`config.mk`:
```
export PLATFORM = sky130hd
export DESIGN_NAME = riscv_div_unit_flat
export DESIGN_NICKNAME = d
export VERILOG_FILES = /design/src/rtl/riscv_div_unit_pkg.sv /design/src/rtl/riscv_div_unit_if.sv /design/src/rtl/riscv_div_step.sv /design/src/rtl/riscv_div_unit.sv /design/src/flat_wrapper.sv
export SDC_FILE = /design/constraint.sdc
export NUM_CORES = 1
export LEC_CHECK = 0
export ABC_CLOCK_PERIOD_IN_PS = 3080
export CORE_MARGIN = 2
export CORE_UTILIZATION = 53
export DETAILED_ROUTE_END_ITERATION = 7
export PLACE_DENSITY = 0.75
export SYNTH_ARGS = -nofsm -noshare
export SYNTH_HDL_FRONTEND = slang
export SYNTH_SLANG_ARGS = --single-unit
```
`constraint.sdc`:
```
create_clock -name clk -period 3.08 [get_ports clk]
set_input_delay 0.462 -clock clk [delete_from_list [all_inputs] [get_ports clk]]
set_output_delay 0.462 -clock clk [all_outputs]
set_load 0.02 [all_outputs]
```
`src/rtl/riscv_div_unit_pkg.sv`:
```
// Shared definitions for the iterative RV32M divide unit:
// op encodings (funct3[1:0]), FSM state encoding and small decode helpers.
package riscv_div_unit_pkg;

  localparam int XLEN_DEFAULT = 32;

  typedef enum logic [1:0] {
    DIV_OP_DIV  = 2'b00,
    DIV_OP_DIVU = 2'b01,
    DIV_OP_REM  = 2'b10,
    DIV_OP_REMU = 2'b11
  } div_op_e;

  typedef enum logic [1:0] {
    ST_IDLE = 2'b00,
    ST_CALC = 2'b01,
    ST_FIX  = 2'b10,
    ST_DONE = 2'b11
  } div_state_e;

  // funct3[0]=0 selects the signed flavour (DIV/REM)
  function automatic logic op_is_signed(input logic [1:0] op);
    return ~op[0];
  endfunction

  // funct3[1]=1 selects the remainder flavour (REM/REMU)
  function automatic logic op_is_rem(input logic [1:0] op);
    return op[1];
  endfunction

endpackage

```
`src/rtl/riscv_div_unit_if.sv`:
```
// Request/response bundle between the execute stage and the divide unit.
// master = pipeline side, slave = divide unit.
interface riscv_div_unit_if #(parameter int XLEN = 32);
  logic            start;
  logic            kill;
  logic [1:0]      op;
  logic [XLEN-1:0] rs1;
  logic [XLEN-1:0] rs2;
  logic            busy;
  logic            done;
  logic [XLEN-1:0] result;

  modport master (output start, kill, op, rs1, rs2, input busy, done, result);
  modport slave  (input start, kill, op, rs1, rs2, output busy, done, result);
endinterface

```
`src/rtl/riscv_div_step.sv`:
```
// One radix-2 restoring iteration: shift {rem,quot} left by one, trial-subtract
// the divisor from the widened partial remainder and keep the difference when
// it is non-negative. The partial remainder is always below the divisor, so the
// XLEN+1-bit difference's top bit is a reliable sign.
module riscv_div_step #(parameter int XLEN = 32) (
  input  logic [XLEN-1:0] rem_in,
  input  logic [XLEN-1:0] quot_in,
  input  logic [XLEN-1:0] divisor,
  output logic [XLEN-1:0] rem_out,
  output logic [XLEN-1:0] quot_out
);
  logic [XLEN:0] shifted;
  logic [XLEN:0] diff;

  // shift in the next dividend bit, trial-subtract, restore on borrow
  always_comb begin
    shifted = {rem_in, quot_in[XLEN-1]};
    diff    = shifted - {1'b0, divisor};
    if (!diff[XLEN]) begin
      rem_out  = diff[XLEN-1:0];
      quot_out = {quot_in[XLEN-2:0], 1'b1};
    end else begin
      rem_out  = shifted[XLEN-1:0];
      quot_out = {quot_in[XLEN-2:0], 1'b0};
    end
  end
endmodule

```
`src/rtl/riscv_div_unit.sv`:
```
// Iterative RV32M DIV/DIVU/REM/REMU unit, one quotient bit per cycle.
// Signed ops run on magnitudes and fix the signs in FIX. Divide-by-zero and
// signed overflow complete in one cycle straight from IDLE.
// Optional: define DIV_EARLY_OUT_EN to also finish in one cycle when the
// divisor magnitude exceeds the dividend magnitude (quotient 0, remainder rs1).
module riscv_div_unit
  import riscv_div_unit_pkg::*;
#(
  parameter int XLEN  = XLEN_DEFAULT,
  parameter int CNT_W = 6
) (
  input logic             clk,
  input logic             rst,
  riscv_div_unit_if.slave bus
);
  div_state_e      state, state_nxt;
  logic [CNT_W-1:0] cnt;
  logic [1:0]      op_q;
  logic            neg_a, neg_b;
  logic [XLEN-1:0] rem_q, quot_q, dvsr_q, result_q;
  logic [XLEN-1:0] rem_step, quot_step;

  logic            in_signed, in_rem, accept;
  logic            div_zero, ovf, early, special;
  logic [XLEN-1:0] abs_a, abs_b, special_res;
  logic [XLEN-1:0] fix_quot, fix_rem, fixed_res;

  localparam logic [XLEN-1:0] INT_MIN = {1'b1, {(XLEN-1){1'b0}}};

  riscv_div_step #(.XLEN(XLEN)) u_step (
    .rem_in  (rem_q),
    .quot_in (quot_q),
    .divisor (dvsr_q),
    .rem_out (rem_step),
    .quot_out(quot_step)
  );

  // request decode: operand magnitudes and single-cycle special cases
  always_comb begin
    in_signed = op_is_signed(bus.op);
    in_rem    = op_is_rem(bus.op);
    accept    = (state == ST_IDLE) && bus.start && !bus.kill;
    abs_a     = (in_signed && bus.rs1[XLEN-1]) ? -bus.rs1 : bus.rs1;
    abs_b     = (in_signed && bus.rs2[XLEN-1]) ? -bus.rs2 : bus.rs2;
    div_zero  = (bus.rs2 == '0);
    ovf       = in_signed && (bus.rs1 == INT_MIN) && (bus.rs2 == '1);
`ifdef DIV_EARLY_OUT_EN
    early     = (abs_b > abs_a);
`else
    early     = 1'b0;
`endif
    special   = div_zero || ovf || early;
    if (div_zero)  special_res = in_rem ? bus.rs1 : '1;
    else if (ovf)  special_res = in_rem ? '0 : INT_MIN;
    else           special_res = in_rem ? bus.rs1 : '0;
  end

  // sign fix-up of the unsigned core result
  always_comb begin
    fix_quot  = (neg_a ^ neg_b) ? -quot_q : quot_q;
    fix_rem   = neg_a ? -rem_q : rem_q;
    fixed_res = op_is_rem(op_q) ? fix_rem : fix_quot;
  end

  // FSM state register
  always_ff @(posedge clk) begin
    if (rst) state <= ST_IDLE;
    else     state <= state_nxt;
  end

  // FSM next-state logic; kill aborts any operation in flight
  always_comb begin
    state_nxt = state;
    unique case (state)
      ST_IDLE: if (accept) state_nxt = special ? ST_DONE : ST_CALC;
      ST_CALC: if (cnt == '0) state_nxt = ST_FIX;
      ST_FIX:  state_nxt = ST_DONE;
      ST_DONE: state_nxt = ST_IDLE;
      default: state_nxt = ST_IDLE;
    endcase
    if (bus.kill && state != ST_IDLE) state_nxt = ST_IDLE;
  end

  // FSM outputs
  always_comb begin
    bus.busy = (state == ST_CALC) || (state == ST_FIX);
    bus.done = (state == ST_DONE) && !bus.kill;
  end

  assign bus.result = result_q;

  // operand latch, iteration datapath, counter and result register
  always_ff @(posedge clk) begin
    if (rst) begin
      cnt      <= '0;
      op_q     <= '0;
      neg_a    <= 1'b0;
      neg_b    <= 1'b0;
      rem_q    <= '0;
      quot_q   <= '0;
      dvsr_q   <= '0;
      result_q <= '0;
    end else begin
      unique case (state)
        ST_IDLE: if (accept) begin
          op_q   <= bus.op;
          neg_a  <= in_signed && bus.rs1[XLEN-1];
          neg_b  <= in_signed && bus.rs2[XLEN-1];
          rem_q  <= '0;
          quot_q <= abs_a;
          dvsr_q <= abs_b;
          cnt    <= CNT_W'(XLEN-1);
          if (special) result_q <= special_res;
        end
        ST_CALC: if (!bus.kill) begin
          rem_q  <= rem_step;
          quot_q <= quot_step;
          cnt    <= cnt - CNT_W'(1);
        end
        ST_FIX: if (!bus.kill) result_q <= fixed_res;
        default: ;
      endcase
    end
  end
endmodule

```
`src/flat_wrapper.sv`:
```
// flat-port wrapper written by rule: the top's interface ports become plain ports
module riscv_div_unit_flat import riscv_div_unit_pkg::*;
#(
  parameter int XLEN  = XLEN_DEFAULT,
  parameter int CNT_W = 6
)
  (clk, rst, bus_start, bus_kill, bus_op, bus_rs1, bus_rs2, bus_busy, bus_done, bus_result);
  riscv_div_unit_if #(.XLEN(XLEN)) bus_i ();
  input logic clk;
  input logic rst;
  input wire logic [$bits(bus_i.start)-1:0] bus_start;
  input wire logic [$bits(bus_i.kill)-1:0] bus_kill;
  input wire logic [$bits(bus_i.op)-1:0] bus_op;
  input wire logic [$bits(bus_i.rs1)-1:0] bus_rs1;
  input wire logic [$bits(bus_i.rs2)-1:0] bus_rs2;
  output wire logic [$bits(bus_i.busy)-1:0] bus_busy;
  output wire logic [$bits(bus_i.done)-1:0] bus_done;
  output wire logic [$bits(bus_i.result)-1:0] bus_result;
  assign bus_i.start = bus_start;
  assign bus_i.kill = bus_kill;
  assign bus_i.op = bus_op;
  assign bus_i.rs1 = bus_rs1;
  assign bus_i.rs2 = bus_rs2;
  assign bus_busy = bus_i.busy;
  assign bus_done = bus_i.done;
  assign bus_result = bus_i.result;
  riscv_div_unit #(.XLEN(XLEN), .CNT_W(CNT_W)) u_core (.clk(clk), .rst(rst), .bus(bus_i));
endmodule
```
==> impl_metrics.py <==
metrics = {
    "outcome": {
        "status": "finished clean",
    },
    "timing": {
        "fmax_mhz": 328,
        "worst_pin_slew_ps": 747,
        "clock_skew_ps": 8.91,
        "finalCritPeriodShare_pct": 99.1,
        "period_minus_slack_ps": 3050,
        "timing.slew.headroom_pct": 50.1,
        "hold_viol": 0,
        "drv_slew": 0,
        "setup_violations": 0,
    },
    "die": {
        "core-area_um2": 20100,
        "initial_utilization_pct": 53.5,
        "die_x_um": 146,
        "io_pins": 104,
        "die_area_um2": 21500,
        "rows": 52,
        "die_h_um": 146,
    },
    "logic_synthesis": {
        "avgSynthCellArea_um2": 7.42,
        "netlist_area_um2": 10800,
        "synth_top_area_cell": "dfxtp_1",
        "yosys-top-cells-area": "dfxtp_1, xnor2_1, o21ai_0, nand2_1, nor2_1",
        "ys_seq_elements": 139,
        "yosysUniqueCellTypes": 75,
        "yosysTopAreaCellShare_pct": 25.9,
        "ys.flop_type": "dfxtp_1",
        "ys_seq_area_share_pct": 25.9,
        "ys_warn_count": 0,
        "synth_cells": 1451,
        "synth-async-reset-ratio_pct": 0,
        "synth_edf_count": 0,
        "synth_nets": 1565,
    },
    "routing": {
        "wl_per_cell_um": 17.5,
        "wirelength_mm": 33.9,
        "drt-initial-drc-count": 1090,
        "antenna_left": 0,
        "drt-pass1-iter-count": 6,
        "vias": 11500,
        "via_per_inst": 5.92,
        "drc": 0,
    },
    "worst_setup_path": {
        "worstSetupEndpoint": "u_core.rem_q[11]$_SDFFE_PP0P_",
        "critPathLaunchType": "register",
        "reg2regPathDepth": 14,
        "startpoint": "u_core.quot_q[31]$_SDFFE_PP0P_",
        "crit_fanout": 7,
        "end_kind": "register",
        "cp.arrival_ps": 3340,
        "rr_endpoint": "u_core.rem_q[11]$_SDFFE_PP0P_",
        "worstPathRequired_ps": 3370,
        "reg2reg_slack_ps": 30,
        "rr_startpoint": "u_core.quot_q[31]$_SDFFE_PP0P_",
        "criticalPathCategory": "reg -> reg",
    },
    "finish": {
        "final_nets": 1766,
        "diodes": 0,
        "fin_area_um2": 14000,
        "drive_gt1_share_pct": 15.2,
        "area_growth_syn_to_layout_pct": 29.8,
        "final_util_pct": 69.5,
    },
    "placed_design": {
        "dpl-instance-area_um2": 13000,
        "place_congestion": 0.978,
        "post-dp-hpwl_mm": 25.0,
        "place.port_buffers": 103,
    },
    "power_and_ir_drop": {
        "p_sw_w": 0.00242,
        "p_clk_share_pct": 34.2,
        "ir_drop_mv": 0.281,
        "power_density_nw_per_um2": 505,
        "comb_power_share_pct": 35.4,
        "leakage_nw": 5.30,
        "p_int_w": 0.00463,
        "seq_power_share_pct": 30.4,
        "swShare_pct": 34.3,
    },
    "grt": {
        "grt_usage_pct": 30.7,
        "grt_pass1_wl_mm": 53.7,
        "antenna_found_initial": 0,
        "overflow": 0,
        "grt_pass1_vias": 10700,
        "grt_max_degree": 65,
    },
    "clock_network": {
        "path_clk_slew_ps": 60,
        "clockBufferDepth": 2,
        "hold_buffers": 0,
        "clock_sinks": 139,
        "cts_inserted_buffers": 17,
        "clock_latency_ps": 430,
        "cts_htree_levels": 4,
        "cts_root_buf": "clkbuf_16",
        "cts_tree": "built",
    },
    "job": {
        "drv_cap": 0,
    },
    "worst_hold_path": {
        "hold_class": "reg -> reg",
    },
}
-- per-stage QoR --
stage	instances	setup WS [ps]	total power [W]	setup TNS [ps]	hold slack (ps)
4_1_cts	1925	7.61	0.00693	0	455
2_1_floorplan	1451	153	0.00373	0	432
3_3_place_gp	1892	-103	0.00447	-1050	444
6_report	1935	28.3	0.00706	0	453
3_5_place_dp	1892	-181	0.00450	-3280	447
5_1_grt	1935	-124	0.00741	-1750	477
-- critical path, cell delays in order (launching register included) --
cell and delay (ps):
dfxtp_2 370, inv_1 90, ha_4 170, fa_2 360
nor2b_2 150, o211ai_1 170, a21oi_2 210, a21bo_2 210
a221oi_4 80, o21ai_2 250, xor2_4 230, buf_12 160
clkbuf_16 160, mux2i_1 200, o21ai_0 90
-- worst min-delay path by stage --
| stage | startpoint | end | slack, ps | cells past startpoint |
|---|---|---|---|---|
| 4_1_cts | u_core.dvsr_q[11]$_SDFFE_PP0P_ | u_core.dvsr_q[11]$_SDFFE_PP0P_ | 450 | 2 |
| 2_1_floorplan | u_core.dvsr_q[11]$_SDFFE_PP0P_ | u_core.dvsr_q[11]$_SDFFE_PP0P_ | 430 | 2 |
| 5_1_grt | u_core.dvsr_q[21]$_SDFFE_PP0P_ | u_core.dvsr_q[21]$_SDFFE_PP0P_ | 480 | 2 |
| 3_3_place_gp | u_core.dvsr_q[11]$_SDFFE_PP0P_ | u_core.dvsr_q[11]$_SDFFE_PP0P_ | 440 | 2 |
| 3_5_place_dp | u_core.dvsr_q[11]$_SDFFE_PP0P_ | u_core.dvsr_q[11]$_SDFFE_PP0P_ | 450 | 2 |
| 6_report | u_core.dvsr_q[11]$_SDFFE_PP0P_ | u_core.dvsr_q[11]$_SDFFE_PP0P_ | 450 | 2 |
-- cells by family after synthesis --
logic type,count (synthesis),share of synthesized area [%]
muxes,34,3.16
adders and majority gates,44,5.19
and+or+nand+nor,492,21.9
AOI/OAI and AO/OA,443,26.1
buffers and inverters,153,5.69
DFF,139,25.9
xor gates and xnor gates,146,12.1
-- per-layer routing --
| layer | up-vias | share of wire, % | global-route usage, % |
|---|---|---|---|
| met5 | - | 0 | 0 |
| met4 | 0 | 3.3 | 12.1 |
| met3 | 78 | 6.5 | 5.53 |
| met2 | 452 | 48 | 52.0 |
| met1 | 5314 | 42 | 38.9 |
| li1 | 5614 | - | - |
-- what timing repair did --
action	in CTS	in global routing
gates resized for setup	1	31
pin swaps	3	13
cloned	0	3
setup buffers	1	7
setup endpoints to repair	33	33
-- power groups by stage --
stage / Clock, W / Combinational, W / Sequential, W
final: 0.00242 / 0.00250 / 0.00214
after global routing: 0.00250 / 0.00274 / 0.00217
after CTS: 0.00242 / 0.00237 / 0.00214
after detailed placement: 0 / 0.00233 / 0.00217
after global placement: 0 / 0.00230 / 0.00217
after floorplan: 0 / 0.00161 / 0.00213
-- cells in the mapped netlist, drive strengths merged, types with 19 or more instances --
cell type	count
a31oi	19
a211oi	50
nor3	26
xnor2	86
nor2	159
mux2i	34
nor4	22
nand2	162
o21ai	136
dfxtp	139
xor2	60
o31ai	22
ha	43
a21oi	112
clkbuf	69
nand3	27
inv	66
-- flip-flops by register name (all words and copies together), names as in the netlist --
name               flops
u_core.dvsr_q         32
u_core.op_q            1
u_core.neg_b           1
u_core.neg_a           1
u_core.quot_q         32
u_core.cnt             6
u_core.state           2
u_core.rem_q          32
u_core.bus.result     32
-- cell type report --
| cell class | count | area (um2) |
|---|---|---|
| repair buffers | 269 | 2380 |
| inverters | 66 | 248 |
| well taps | 270 | 338 |
| clock inverters | 11 | 213 |
| clock buffers | 21 | 480 |
| fillers | 1639 | 6140 |
| multi-input cells | 1159 | 7520 |
| flip-flops and latches | 139 | 2790 |
-- cell usage in the layout (no fill, tap or decap), types with 9 or more instances in the layout --
master           count
o21ai_0            130
clkdlybuf4s50_1    102
a311oi_1            18
nand2b_1            12
o31ai_1             22
a31oi_1             19
a21oi_1            107
inv_1               66
buf_4              158
dfxtp_1            136
or3_1               16
nand2_1            162
nor2_1             157
clkbuf_16           19
o41ai_1              9
nand3_1             25
o211ai_1            17
mux2i_1             34
xnor2_1             86
a21o_1              10
nor3_1              25
ha_1                36
nand4_1             13
nor4_1              12
a211oi_1            50
xor2_1              59
(Power assumes the default switching activity.)
